File: src/rtl/mod_csum_fold.sv
// Combinational WIDTH-bit ones'-complement adder with end-around carry.
module mod_csum_fold #(
    parameter int WIDTH = 16
) (
    input  logic [WIDTH-1:0] acc,
    input  logic [WIDTH-1:0] data,
    output logic [WIDTH-1:0] acc_next
);

    logic [WIDTH:0] sum_wide;

    // Re-adding the carry cannot overflow again: the worst case all-ones + all-ones
    // leaves a low part of all-ones minus one.
    assign sum_wide = {1'b0, acc} + {1'b0, data};
    assign acc_next = sum_wide[WIDTH-1:0] + {{(WIDTH-1){1'b0}}, sum_wide[WIDTH]};

endmodule

File: config.mk
export PLATFORM = sky130hd
export DESIGN_NAME = mod_csum_fold
export DESIGN_NICKNAME = d
export VERILOG_FILES = /design/src/rtl/mod_csum_fold.sv
export SDC_FILE = /design/constraint.sdc
export NUM_CORES = 1
export LEC_CHECK = 0
export CAP_MARGIN = 25
export CELL_PAD_IN_SITES_DETAIL_PLACEMENT = 0
export CELL_PAD_IN_SITES_GLOBAL_PLACEMENT = 1
export CORE_ASPECT_RATIO = 1.4
export CORE_MARGIN = 2
export CORE_UTILIZATION = 31
export DETAILED_ROUTE_END_ITERATION = 16
export GPL_TIMING_DRIVEN = 1
export PLACE_DENSITY = 0.95
export SLEW_MARGIN = 10
export SYNTH_ARGS = -nofsm -noshare
export SYNTH_HDL_FRONTEND = slang
export SYNTH_SLANG_ARGS = --single-unit
File: constraint.sdc
create_clock -name vclk -period 4.1
set_input_delay 0.615 -clock vclk [all_inputs]
set_output_delay 0.615 -clock vclk [all_outputs]
set_load 0.03 [all_outputs]
# Word-level counts from Yosys, hierarchy flattened
# Cells that the tools add are included.
# word_totals
regBits	0
output_inout_bits	16
wordCells	2
input_bits	32
# classes
n_addsub	2
# ops
op	count
adder 16 x 16 -> 17 bit	1
adder 16 x 1 -> 16 bit	1

# Longest topological paths before layout
# Gate-level depths: netlist of the first run.
# depth
ltp_word	2
ltp_mapped	17
ltp_nobuf	17

# Worst setup path before layout of the first run
# OpenSTA, ideal clock, no wires.
# synth_timing
path_kind	in2out
from	in acc[0]
to	out acc_next[14]
t_arrival_ns	3.662
path_buffers	0
setup_slack_ns	-0.177
path_stages	16
cell_sequence	ha_1 > fa_1 > a211oi_2 > o211a_1 > nor2_1 > a211o_1 > a21oi_1 > nor2b_1 > o21ai_0 > nand2b_1 > ha_1 > ha_1 > nand2_1 > nor2_1 > nor4b_2 > xnor2_1
# synth_between
elab_chain_len	2
# synth_rtl
item	line_no	text
start, declared	5	input logic [WIDTH-1:0] acc,
adder 16 x 16 -> 17 bit	14	assign sum_wide = {1'b0, acc} + {1'b0, data};
adder 16 x 1 -> 16 bit	15	assign acc_next = sum_wide[WIDTH-1:0] + {{(WIDTH-1){1'b0}}, sum_wide[WIDTH]};
end, declared	7	output logic [WIDTH-1:0] acc_next
# Every way passes these cells.

# Worst setup path in the final report of the first run
# Ends and elaborated chain as after synthesis.

==> metrics.yaml, run 1 <==
outcome: "finished clean"
drc: 0
yosysSeqAreaShare_pct: 0
synth_top_area_cell: "ha_1"
max_stage_delay_ns: 0.34
via_per_inst: 5.31
finalSetupViolCount: 0
grt.overflow.total: 0
crit_required_ns: 3.48
stdcell_area_um2: 2250
seq_area_um2: 0
wl_per_cell_um: 13.5
yosys.area.top_type_share_pct: 20.3
startpoint_type: "input pin"
synthesis.area_um2: 1110
grt_pass1_wl_um: 5790
drtIter0Drc: 26
placed_cell_area_um2: 1930
diodes: 0
tightest_slew_ns: 0.758
wl_met1_um: 1340
wl_um: 3730
num_vias: 1465
irDropWorstVdd_v: 0.000133
gp_congestion: 0.840
p_per_area_nw_per_um2: 222
ant_nets: 0
worst_ep_arrival_time_ns: 3.38
met3WireLength_um: 203
drive_gt1_share_pct: 45.8
total_power_mw: 0.498
critPathKind: "in2out"
slew_viol_final: 0
cap_violations: 0
coreArea_um2: 3410
num_io_pins: 48
wl_met2_um: 2090
slowest_stage: "fa_2"
fmax_mhz: 250
syn-instance-count: 146
grt_max_degree: 8
antenna_found_initial: 0
hold_buffers: 0
synth_cell_types: 42
fp.dieH_um: 74.8
postSynthAreaPerCell_um2: 7.60
ys_top_cells_by_area: "ha_1 (20%), xnor2_1 (12%), xor2_1 (7.9%), nand2_1 (5.7%), a21oi_1 (4.5%)"
io_buffers: 48
nClkBuffers: 0
worstSetupEndpointType: "output port"
rsz0062_at_grt: "yes"
finalHoldViolations: 0
fin_crit_sh_pct: 97.4
dp_hpwl_um: 2840
hold_class: "in2out"
grt_pass1_vias: 1445
grt_use_total_pct: 18.0
yosysWarnings: 0
critPathMaxFanout: 5
slew_headroom_pct: 49.2
nFillCells: 272
initial_core_util_pct: 32.6
area_delta_synth_final_pct: 102
top_layer: "met4"
leakage_nw: 1.01
crit_top_cell: "ha_4"
die_w_um: 54.6
path_cells: "buf_6 -> ha_4 -> fa_2 -> a211oi_2 -> o211a_1 -> nor2_4 -> a211o_1 -> a21oi_2 -> nor2b_1 -> o21ai_1 -> nand2b_1 -> ha_4 -> ha_4 -> nand2_4 -> nor2_4 -> nor4b_4 -> xnor2_2 -> buf_6"
num_rows: 25
syn-num-nets: 197
fin_nets: 289
min_period_ns: 3.99
drtPass1Iterations: 5
fp.dieArea_um2: 4080
n_sequential_cell: 0
through the flow:
step | setup TNS [ns] | setup WS (ns) | std cells | util, % | hold slack, ns
2_1_floorplan | 0 | 0.00326 | 146 | - | 1.60
3_3_place_gp | -3.97 | -0.385 | 272 | 56.6 | 2.09
3_5_place_dp | -5.13 | -0.461 | 272 | 56.6 | 2.11
4_1_cts | 0 | 0.00132 | 274 | 61.9 | 1.76
5_1_grt | -0.219 | -0.0554 | 276 | 65.9 | 1.72
6_report | 0 | 0.106 | 276 | 65.9 | 1.71
metal layers:
metal / track usage (%) / vias to the layer above
li1: - / 725
met1: 20.0 / 667
met2: 35.6 / 57
met3: 1.19 / 16
met4: 4.44 / 0
met5: 0 / -
path summary, 6_finish.rpt:
check | start | to | slack (ns) | cells after the start
max | acc[0] | acc_next[14] | 0.11 | 18
min | data[0] | acc_next[0] | 1.71 | 4
worst max-delay path, delay by kind of cell:
family / cells / cell delay, ns
compound gates: 5 / 1.02
xor+xnor: 1 / 0.17
fa+ha+maj: 4 / 0.85
buf+inv: 2 / 0.25
simple gates: 6 / 0.47
report_power, final:
| part | internal [mW] | total (mW) | switching, mW |
|---|---|---|---|
| logic | 0.241 | 0.498 | 0.257 |
| clock network | 0 | 0 | 0 |
| registers | 0 | 0 | 0 |
| total | 0.241 | 0.498 | 0.257 |
cell families after synthesis:
group | share of synthesized area, %
mux | 0.902
buf+inv | 1.35
compound gates | 30.3
xor+xnor | 19.7
fa+ha+maj | 22.1
simple gates | 25.6
layout make-up:
type | instances | area (um2) | area share, %
Multi-Input combinational cell | 143 | 1390 | 61.9
Timing Repair Buffer | 93 | 807 | 35.9
Tap cell | 40 | 50.0 | 2.23
cell usage after synthesis (all sizes together):
master   count
xnor2       15
xor2        10
nand3        6
or3          1
nor4         1
nor3b        1
nand4        1
o211ai       2
a21o         5
and2         2
a2111oi      1
nor3         4
clkbuf       1
nand2       17
o21bai       3
a221oi       1
o31a         2
o21ai        6
o41a         1
a211o        2
mux2i        1
a21oi       10
or4          1
nor2        11
and4b        1
a41oi        1
o211a        1
or2          1
a21bo        1
buf          2
nand2b       2
nor2b        3
ha          18
nor4b        2
a211oi       3
o21a         3
fa           1
o31ai        2
placed cells by master (no fill, tap or decap), types with 2 or more instances in the layout:
| master | count |
|---|---|
| a211o_1 | 2 |
| a211oi_2 | 2 |
| a21o_1 | 5 |
| a21oi_1 | 5 |
| a21oi_2 | 4 |
| and2_1 | 2 |
| buf_4 | 52 |
| buf_6 | 11 |
| clkbuf_2 | 2 |
| clkdlybuf4s50_1 | 14 |
| dlygate4sd2_1 | 8 |
| dlymetal6s2s_1 | 5 |
| ha_1 | 9 |
| ha_4 | 9 |
| nand2_1 | 15 |
| nand2b_1 | 2 |
| nand3_1 | 4 |
| nor2_1 | 6 |
| nor2_2 | 3 |
| nor2_4 | 2 |
| nor2b_1 | 3 |
| nor3_1 | 3 |
| nor4b_4 | 2 |
| o211ai_1 | 2 |
| o21a_1 | 3 |
| o21ai_1 | 4 |
| o21bai_1 | 3 |
| o31a_1 | 2 |
| xnor2_1 | 10 |
| xnor2_2 | 5 |
| xor2_1 | 8 |
| xor2_2 | 2 |
what timing repair did:
item,in CTS,in global routing
setup buffers,3,2
pin swaps,28,23
setup endpoints to repair,15,13
resized for setup,55,29
Power figures use the tool's default switching activity.
==> run 2: changes to the inputs <==
--- a/config.mk
+++ b/config.mk
@@ -14,7 +14,7 @@
 export DETAILED_ROUTE_END_ITERATION = 16
 export GPL_TIMING_DRIVEN = 1
 export PLACE_DENSITY = 0.95
-export SLEW_MARGIN = 10
 export SYNTH_ARGS = -nofsm -noshare
 export SYNTH_HDL_FRONTEND = slang
 export SYNTH_SLANG_ARGS = --single-unit
+export TNS_END_PERCENT = 1
==> run 2 against run 1 <==
Against the previous run:
- worst setup slack got worse by 0.070 ns
- worst hold slack lost 0.0079 ns
- non-clock buffer count increased by 6
- die area did not move
- utilization increased by 0.84 points
- power up 0.30%
- critical path depth is the same
- global-route usage rose by 0.42 points
- design area grew 1.3%
- first-iteration DRC count rose by 92%
- via count up 3.0%
- routed wire length grew 7.7%
- critical endpoint is now acc_next[12]
- largest power group unchanged
==> metrics.yaml, run 2 (same netlist as run 1, synthesis figures left out) <==
drc: 0  # unchanged
switching_share_pct: 51.8  # +0.25 points
fin_tns_setup_ns: 0  # unchanged
crit_required_ns: 3.48  # about the same
ant_nets: 0  # unchanged
fin_nets: 295  # +2.1%
io_buffers: 48  # unchanged
worst_ep_arrival_time_ns: 3.45  # +0.07 ns
wl_per_cell_um: 14.3  # +5.5%
via_per_inst: 5.35  # +0.81%
worstSetupEndpointType: "output port"
fin_cells: 282  # +2.2%
initial_core_util_pct: 32.6  # unchanged
cap_violations: 0  # unchanged
num_rows: 25  # unchanged
seq_power_share_pct: 0  # unchanged
antenna_found_initial: 0  # unchanged
wl_um: 4020  # +7.7%
seq_area_um2: 0  # unchanged
gp_congestion: 0.833  # -0.76%
drtIter0Drc: 50  # +92%
n_sequential_cell: 0  # unchanged
mostFrequentLayoutCells: "buf_4 (64), nand2_1 (15), clkdlybuf4s50_1 (14), xnor2_1 (12), ha_4 (11)"
rsz0062_at_grt: "yes"
critPathKind: "in2out"
dp_hpwl_um: 2860  # +0.84%
p_switching_mw: 0.259  # +0.78%
grt_max_degree: 8  # unchanged
combPwrFrac_pct: 100.0  # about the same
slew_headroom_pct: 45.2  # -4.1 points
grt.overflow.total: 0  # unchanged
irDropWorstVdd_v: 0.000142  # +6.8%
post-route-util_pct: 66.8  # +0.84 points
finalSetupViolCount: 0  # unchanged
slew_viol_final: 0  # unchanged
outcome: "finished clean"
fp.dieH_um: 74.8  # unchanged
grt_pass1_wl_um: 5850  # +1.1%
fmax_mhz: 246  # -1.7%
diodes: 0  # unchanged
min_period_ns: 4.06  # +0.0702 ns
intPower_mw: 0.241  # -0.22%
p_clk_share_pct: 0  # unchanged
leakage_nw: 1.05  # +3.7%
finalHoldViolations: 0  # unchanged
final_common_cell: "buf_4"
area_delta_synth_final_pct: 105
grt_use_total_pct: 18.5  # +0.42 points
critPathMaxFanout: 5  # unchanged
die_w_um: 54.6  # unchanged
hold_class: "in2out"
p_per_area_nw_per_um2: 219  # -0.97%
fin_crit_sh_pct: 99.1  # +1.7 points
num_io_pins: 48  # unchanged
place_inst: 272  # unchanged
total_power_mw: 0.499  # +0.30%
coreArea_um2: 3410  # unchanged
startpoint_type: "input pin"
grt_pass1_vias: 1465  # +1.4%
drive_gt1_share_pct: 45.0  # -0.72 points
nClkBuffers: 0  # unchanged
drtPass1Iterations: 4  # -1
tightest_slew_ns: 0.819  # +0.0610 ns
num_vias: 1509  # +3.0%
fp.dieArea_um2: 4080  # unchanged
==> run 2: layout make-up <==
class / count / area (um2)
multi-input combinational: 143 / 1380
tap: 40 / 50.0
timing repair buffer: 99 / 846
fill: 281 / 1130
==> run 2: path summary, 6_finish.rpt <==
check / endpoint / startpoint / cells past startpoint
worst max-delay path: acc_next[12] / acc[0] / 18
worst min-delay path: acc_next[0] / data[0] / 4
==> run 2: power groups by stage <==
stage / logic [mW] / clock network [mW] / registers [mW]
finish: 0.499 / 0 / 0
detailed placement: 0.418 / 0 / 0
global placement: 0.414 / 0 / 0
global route: 0.533 / 0 / 0
floorplan: 0.245 / 0 / 0
CTS: 0.461 / 0 / 0
==> run 2: worst max-delay path: stages <==
cell      delay [ns]
buf_6           0.10
ha_4            0.15
fa_2            0.36
a211oi_4        0.23
o211a_1         0.23
nor2_4          0.05
a211o_1         0.27
a21oi_2         0.20
nor2b_1         0.08
o21ai_1         0.12
nand2b_1        0.11
ha_4            0.19
ha_4            0.17
nand2_4         0.06
nor2_4          0.05
nand4_1         0.11
xor2_1          0.17
buf_4           0.19
==> run 2: routing by layer <==
layer / up-vias / track usage (%) / routed length [um]
li1: 745 / - / -
met1: 708 / 19.9 / 1470
met2: 48 / 38.2 / 2310
met3: 8 / 0.397 / 156
met4: 0 / 3.33 / 87
met5: - / 0 / 0
==> run 2: timing repair <==
| item | 4_1_cts | 5_1_grt |
|---|---|---|
| pin swaps | 25 | 30 |
| resized for setup | 48 | 32 |
| endpoints found under the setup margin | 15 | 14 |
| hold buffers | 0 | 0 |
| gates cloned | 0 | 0 |
| setup buffers | 8 | 3 |
==> run 2: stage by stage <==
stage | setup slack [ns] | hold WS, ns | instance area, um2
after floorplan | -0.112 | 1.60 | 1120
after global placement | -0.375 | 2.10 | 1900
after detailed placement | -0.467 | 2.12 | 1900
after CTS | 0.00377 | 1.77 | 2110
after global routing | -0.114 | 1.70 | 2280
final | 0.0355 | 1.70 | 2280
==> run 3: changes to the inputs <==
--- a/config.mk
+++ b/config.mk
@@ -13,7 +13,7 @@
 export CORE_UTILIZATION = 31
 export DETAILED_ROUTE_END_ITERATION = 16
 export GPL_TIMING_DRIVEN = 1
-export PLACE_DENSITY = 0.95
+export PLACE_DENSITY = 0.87
 export SYNTH_ARGS = -nofsm -noshare
 export SYNTH_HDL_FRONTEND = slang
 export SYNTH_SLANG_ARGS = --single-unit
==> run 3 against run 2 <==
Against the previous run:
- worst hold slack lost 0.0093 ns
- fmax shrank 0.45%
- sequential share of layout area is the same
==> metrics.yaml, run 3 (same netlist as run 1, synthesis figures left out) <==
outcome: "finished clean"
coreArea_um2: 3410  # unchanged
grt_use_total_pct: 16.8  # -1.7 points
via_per_inst: 5.27  # -1.5%
hold_ws_ns: 1.69  # -0.00930 ns
post-route-util_pct: 62.1  # -4.7 points
worst_ep_arrival_time_ns: 3.47  # +0.02 ns
num_io_pins: 48  # unchanged
min_period_ns: 4.08  # +0.0185 ns
path_cells: "clkdlybuf4s50_1 -> ha_1 -> a21o_1 -> a21oi_2 -> o21ai_2 -> a211o_1 -> a21oi_2 -> nor2b_1 -> o21ai_1 -> nand2b_1 -> ha_4 -> ha_4 -> nand2_4 -> nor2_4 -> nand4_1 -> xor2_1 -> buf_4"
leakage_nw: 0.955  # -8.8%
critPathMaxFanout: 5  # unchanged
diodes: 0  # unchanged
worstSetupEndpointType: "output port"
n_sequential_cell: 0  # unchanged
fp.dieArea_um2: 4080  # unchanged
ant_nets: 0  # unchanged
io_buffers: 48  # unchanged
fin_nets: 287  # -2.7%
hold_buffers: 0  # unchanged
grt_use_met1_pct: 18.3  # -1.6 points
grt.overflow.total: 0  # unchanged
seq_area_um2: 0  # unchanged
num_vias: 1444  # -4.3%
irDropWorstVdd_v: 0.000164  # +16%
drtIter0Drc: 11  # -78%
nClkBuffers: 0  # unchanged
area_delta_synth_final_pct: 90.8
dp_hpwl_um: 2850  # -0.27%
grt_pass1_vias: 1388  # -5.3%
finalHoldViolations: 0  # unchanged
top_usage_layer: "met2"
slew_viol_final: 0  # unchanged
fin_crit_sh_pct: 99.6  # +0.45 points
wl_per_cell_um: 12.5  # -12%
grt_max_degree: 8  # unchanged
drive_gt1_share_pct: 38.9  # -6.2 points
crit_required_ns: 3.48  # about the same
finalSetupViolCount: 0  # unchanged
initial_core_util_pct: 32.6  # unchanged
fin_tns_setup_ns: 0  # unchanged
fmax_mhz: 245  # -0.45%
antenna_found_initial: 0  # unchanged
drc: 0  # unchanged
critPathTopFamily: "compound AO/OA/AOI/OAI gates"
rsz0062_at_grt: "yes"
slowest_stage: "clkdlybuf4s50_1"
fp.dieH_um: 74.8  # unchanged
use_met3_pct: 0  # -0.40 points
final_common_cell: "buf_4"
gp_congestion: 0.895  # +7.4%
total_power_mw: 0.459  # -8.1%
grt_pass1_wl_um: 5430  # -7.2%
p_per_area_nw_per_um2: 217  # -1.2%
max_stage_delay_ns: 0.40  # +0.04 ns
die_w_um: 54.6  # unchanged
slew_headroom_pct: 65.1  # +20 points
num_rows: 25  # unchanged
wl_um: 3430  # -15%
tightest_slew_ns: 0.520  # -0.299 ns
drtPass1Iterations: 4  # unchanged
cap_violations: 0  # unchanged
crit_buf_inv: 2  # unchanged
mostFrequentLayoutCells: "buf_4 (58), nand2_1 (16), clkdlybuf4s50_1 (15), xnor2_1 (13), xor2_1 (10)"
hold_class: "in2out"
critPathKind: "in2out"
grt_use_met2_pct: 35.5  # -2.7 points
startpoint_type: "input pin"
run 3: cell types whose count changed in the layout (fill, tap and decap cells not counted), sizes merged:
cell           change
clkbuf             -2
clkdlybuf4s15      -1
dlymetal6s2s       -4
dlygate4sd2        +6
buf                -8
clkdlybuf4s50      +1
run 3: path summary, 6_finish.rpt:
| path | cells after the start | startpoint | to | slack [ns] |
|---|---|---|---|---|
| max | 17 | acc[9] | acc_next[12] | 0.02 |
| min | 4 | data[0] | acc_next[0] | 1.69 |
run 3: power by group:
group / leakage [nW] / switching, mW / internal, mW / total (mW)
Sequential: 0 / 0 / 0 / 0
Combinational: 0.955 / 0.240 / 0.219 / 0.459
Clock: 0 / 0 / 0 / 0
run 3: layout make-up:
cell class	count	area (um2)
tap	40	50.0
fill	289	1290
multi-input combinational	143	1300
timing repair buffer	91	771
run 3: timing repair:
item / CTS / global route
endpoints found under the setup margin: 15 / 13
endpoints found under the hold margin: 0 / 0
pin swaps: 22 / 21
setup buffers: 3 / 3
gates resized for setup: 46 / 13
run 3: layer usage:
layer  vias up  wire length (um)
met2        47              1960
met3         4               188
met5         -                 0
met1       673              1250
met4         0                27
li1        720                 -
run 3: metrics by stage:
stage               worst slack [ns]  cells  cell area [um2]
detailed placement            -0.547    268             1870
finish                        0.0170    274             2120
global route                 -0.0858    274             2120
floorplan                     -0.112    146             1120
CTS                         0.000956    271             2030
global placement              -0.402    268             1870
==> patch (settings of run 2) <==
`WIDTH`: 16 -> 32.
--- a/src/rtl/mod_csum_fold.sv
+++ b/src/rtl/mod_csum_fold.sv
@@ -2,3 +2,3 @@
 module mod_csum_fold #(
-    parameter int WIDTH = 16
+    parameter int WIDTH = 32
 ) (
Ports: changed (resized acc, acc_next and data); port bits go from 48 to 96. No check against the original RTL was run, so the function may have changed too.
==> patch against run 2 <==
The flow now finishes with violations (setup timing); routed wire length increased to 3.3 times the old value; worst setup slack worse by 1300 ps; power grew to 2.5 times the old value; via count grew to 3.0 times the old value; utilization grew 3.3 points; cell area increased to 2.6 times the old value; critical path depth is 2 higher; critical path type unchanged; synthesized area rose by 140%.
==> patch: results (changes against run 2) <==
stage	metric	value	unit	change
run_status	outcome	complete, but fails checks		was complete, no violations
run_status	violations	setup timing		
worst_setup_path	worstPathMaxFanout	3		was 5
timing	worst_slack	-1290	ps	was 35.5 ps
logic_synthesis	synth_mux_area_frac	0.00422		was 0.00902
logic_synthesis	syn_nets	476		was 197
worst_setup_path	slowest_stage	or4_4		was fa_2
timing	tns	-22400	ps	was 0 ps
worst_hold_path	hold_start	acc[0]		was data[0]
timing	worstMarginPinSlew	981	ps	was 819 ps
route	wirelength	13300	µm	was 4020 µm
logic_synthesis	synthTopCellsByArea	ha_1 (16%), xnor2_1 (10%), a21oi_1 (5.4%)		was ha_1 (20%), xnor2_1 (12%), xor2_1 (7.9%)
clocking	post_cts_buffers	51		was 8
pwr	power.share.switching	0.510		was 0.518
worst_setup_path	crit_end	acc_next[29]		was acc_next[12]
worst_setup_path	path_delay_family	simple AND/OR/NAND/NOR gates		was compound AO/OA/AOI/OAI gates
route	drtIter0Drc	316		was 50
worst_hold_path	min_to	acc_next[0]		unchanged
cells_and_area	num-clock-buffers	0		unchanged
pwr	combPwrFrac	1.000		about the same
placed_design	gp_congestion	0.957		was 0.833
worst_hold_path	hp-class	in -> out		unchanged
placed_design	dpl_worst_slack	-1780	ps	was -467 ps
placed_design	port_buffers	96		was 48
clocking	cts_resized	195		was 48
global_routing	grt_usage	0.274		was 0.185
cells_and_area	nFillCells	611		was 281
placed_design	dp_hpwl	8910	µm	was 2860 µm
worst_setup_path	cp_slowest_stage_delay	560	ps	was 360 ps
cells_and_area	final_layout_size_suffix_gt1_frac	0.539		was 0.450
logic_synthesis	ys_types	72		was 42
pwr	leakagePower	0.00266	µW	was 0.00105 µW
route	vias	4459		was 1509
route	dr.pass1.iters	5		was 4
pwr	ir_drop	0.176	mV	was 0.142 mV
timing	setup_viol	30		was 0
global_routing	grt_max_degree	9		was 8
logic_synthesis	yosys.area_share.xor_xnor	0.153		was 0.197
global_routing	antenna_found_initial	0		unchanged
logic_synthesis	netlist_top_cells_count	nor2_1 (37), ha_1 (34), nand2_1 (34), xnor2_1 (31), a21oi_1 (29)		was ha_1 (18), nand2_1 (17), xnor2_1 (15), nor2_1 (11)
cells_and_area	final_nets	789		was 295
logic_synthesis	synthAdderAreaFrac	0.167		was 0.221
cells_and_area	seq_cell_count	0		unchanged
worst_setup_path	startpoint	data[18]		was acc[0]
logic_synthesis	ys.warnings.count	0		unchanged
global_routing	grt_pass1_vias	4580		was 1465
global_routing	grt_pass1_wl	20800	µm	was 5850 µm
worst_setup_path	crit_arrival	4770	ps	was 3450 ps
logic_synthesis	seq_area_frac_synth	0		unchanged
cells_and_area	diodes	0		unchanged
logic_synthesis	synth_compound_area_frac	0.331		was 0.303
==> patch: cell types whose count changed in the layout (fill, tap and decap cells not counted), sizes merged, moves of 17 or more <==
cell / run 2 / this run
o21ai: 6 / 24
a21oi: 10 / 31
nand2: 17 / 34
buf: 69 / 279
nor2: 11 / 37
==> patch: routing by layer <==
metal | vias up | GRT usage | part of all wire
met5 | - | 0 | 0
met4 | 0 | 0.141 | 0.055
met3 | 76 | 0.0364 | 0.045
met2 | 216 | 0.508 | 0.55
met1 | 2080 | 0.290 | 0.35
li1 | 2087 | - | -
==> patch: metrics by stage <==
step	cells	hold WS (ps)	cell area (µm²)	total power, µW
floorplan	377	1600	2850	580
detailed placement	744	2170	5110	1110
CTS	793	1710	5700	1180
global route	793	1750	5930	1350
finish	793	1730	5930	1260
global placement	744	2140	5110	1080
==> patch: cell type report <==
type / instances / area share
Multi-Input combinational cell: 364 / 0.526
Inverter: 6 / 0.00380
Tap cell: 105 / 0.0222
Timing Repair Buffer: 318 / 0.448
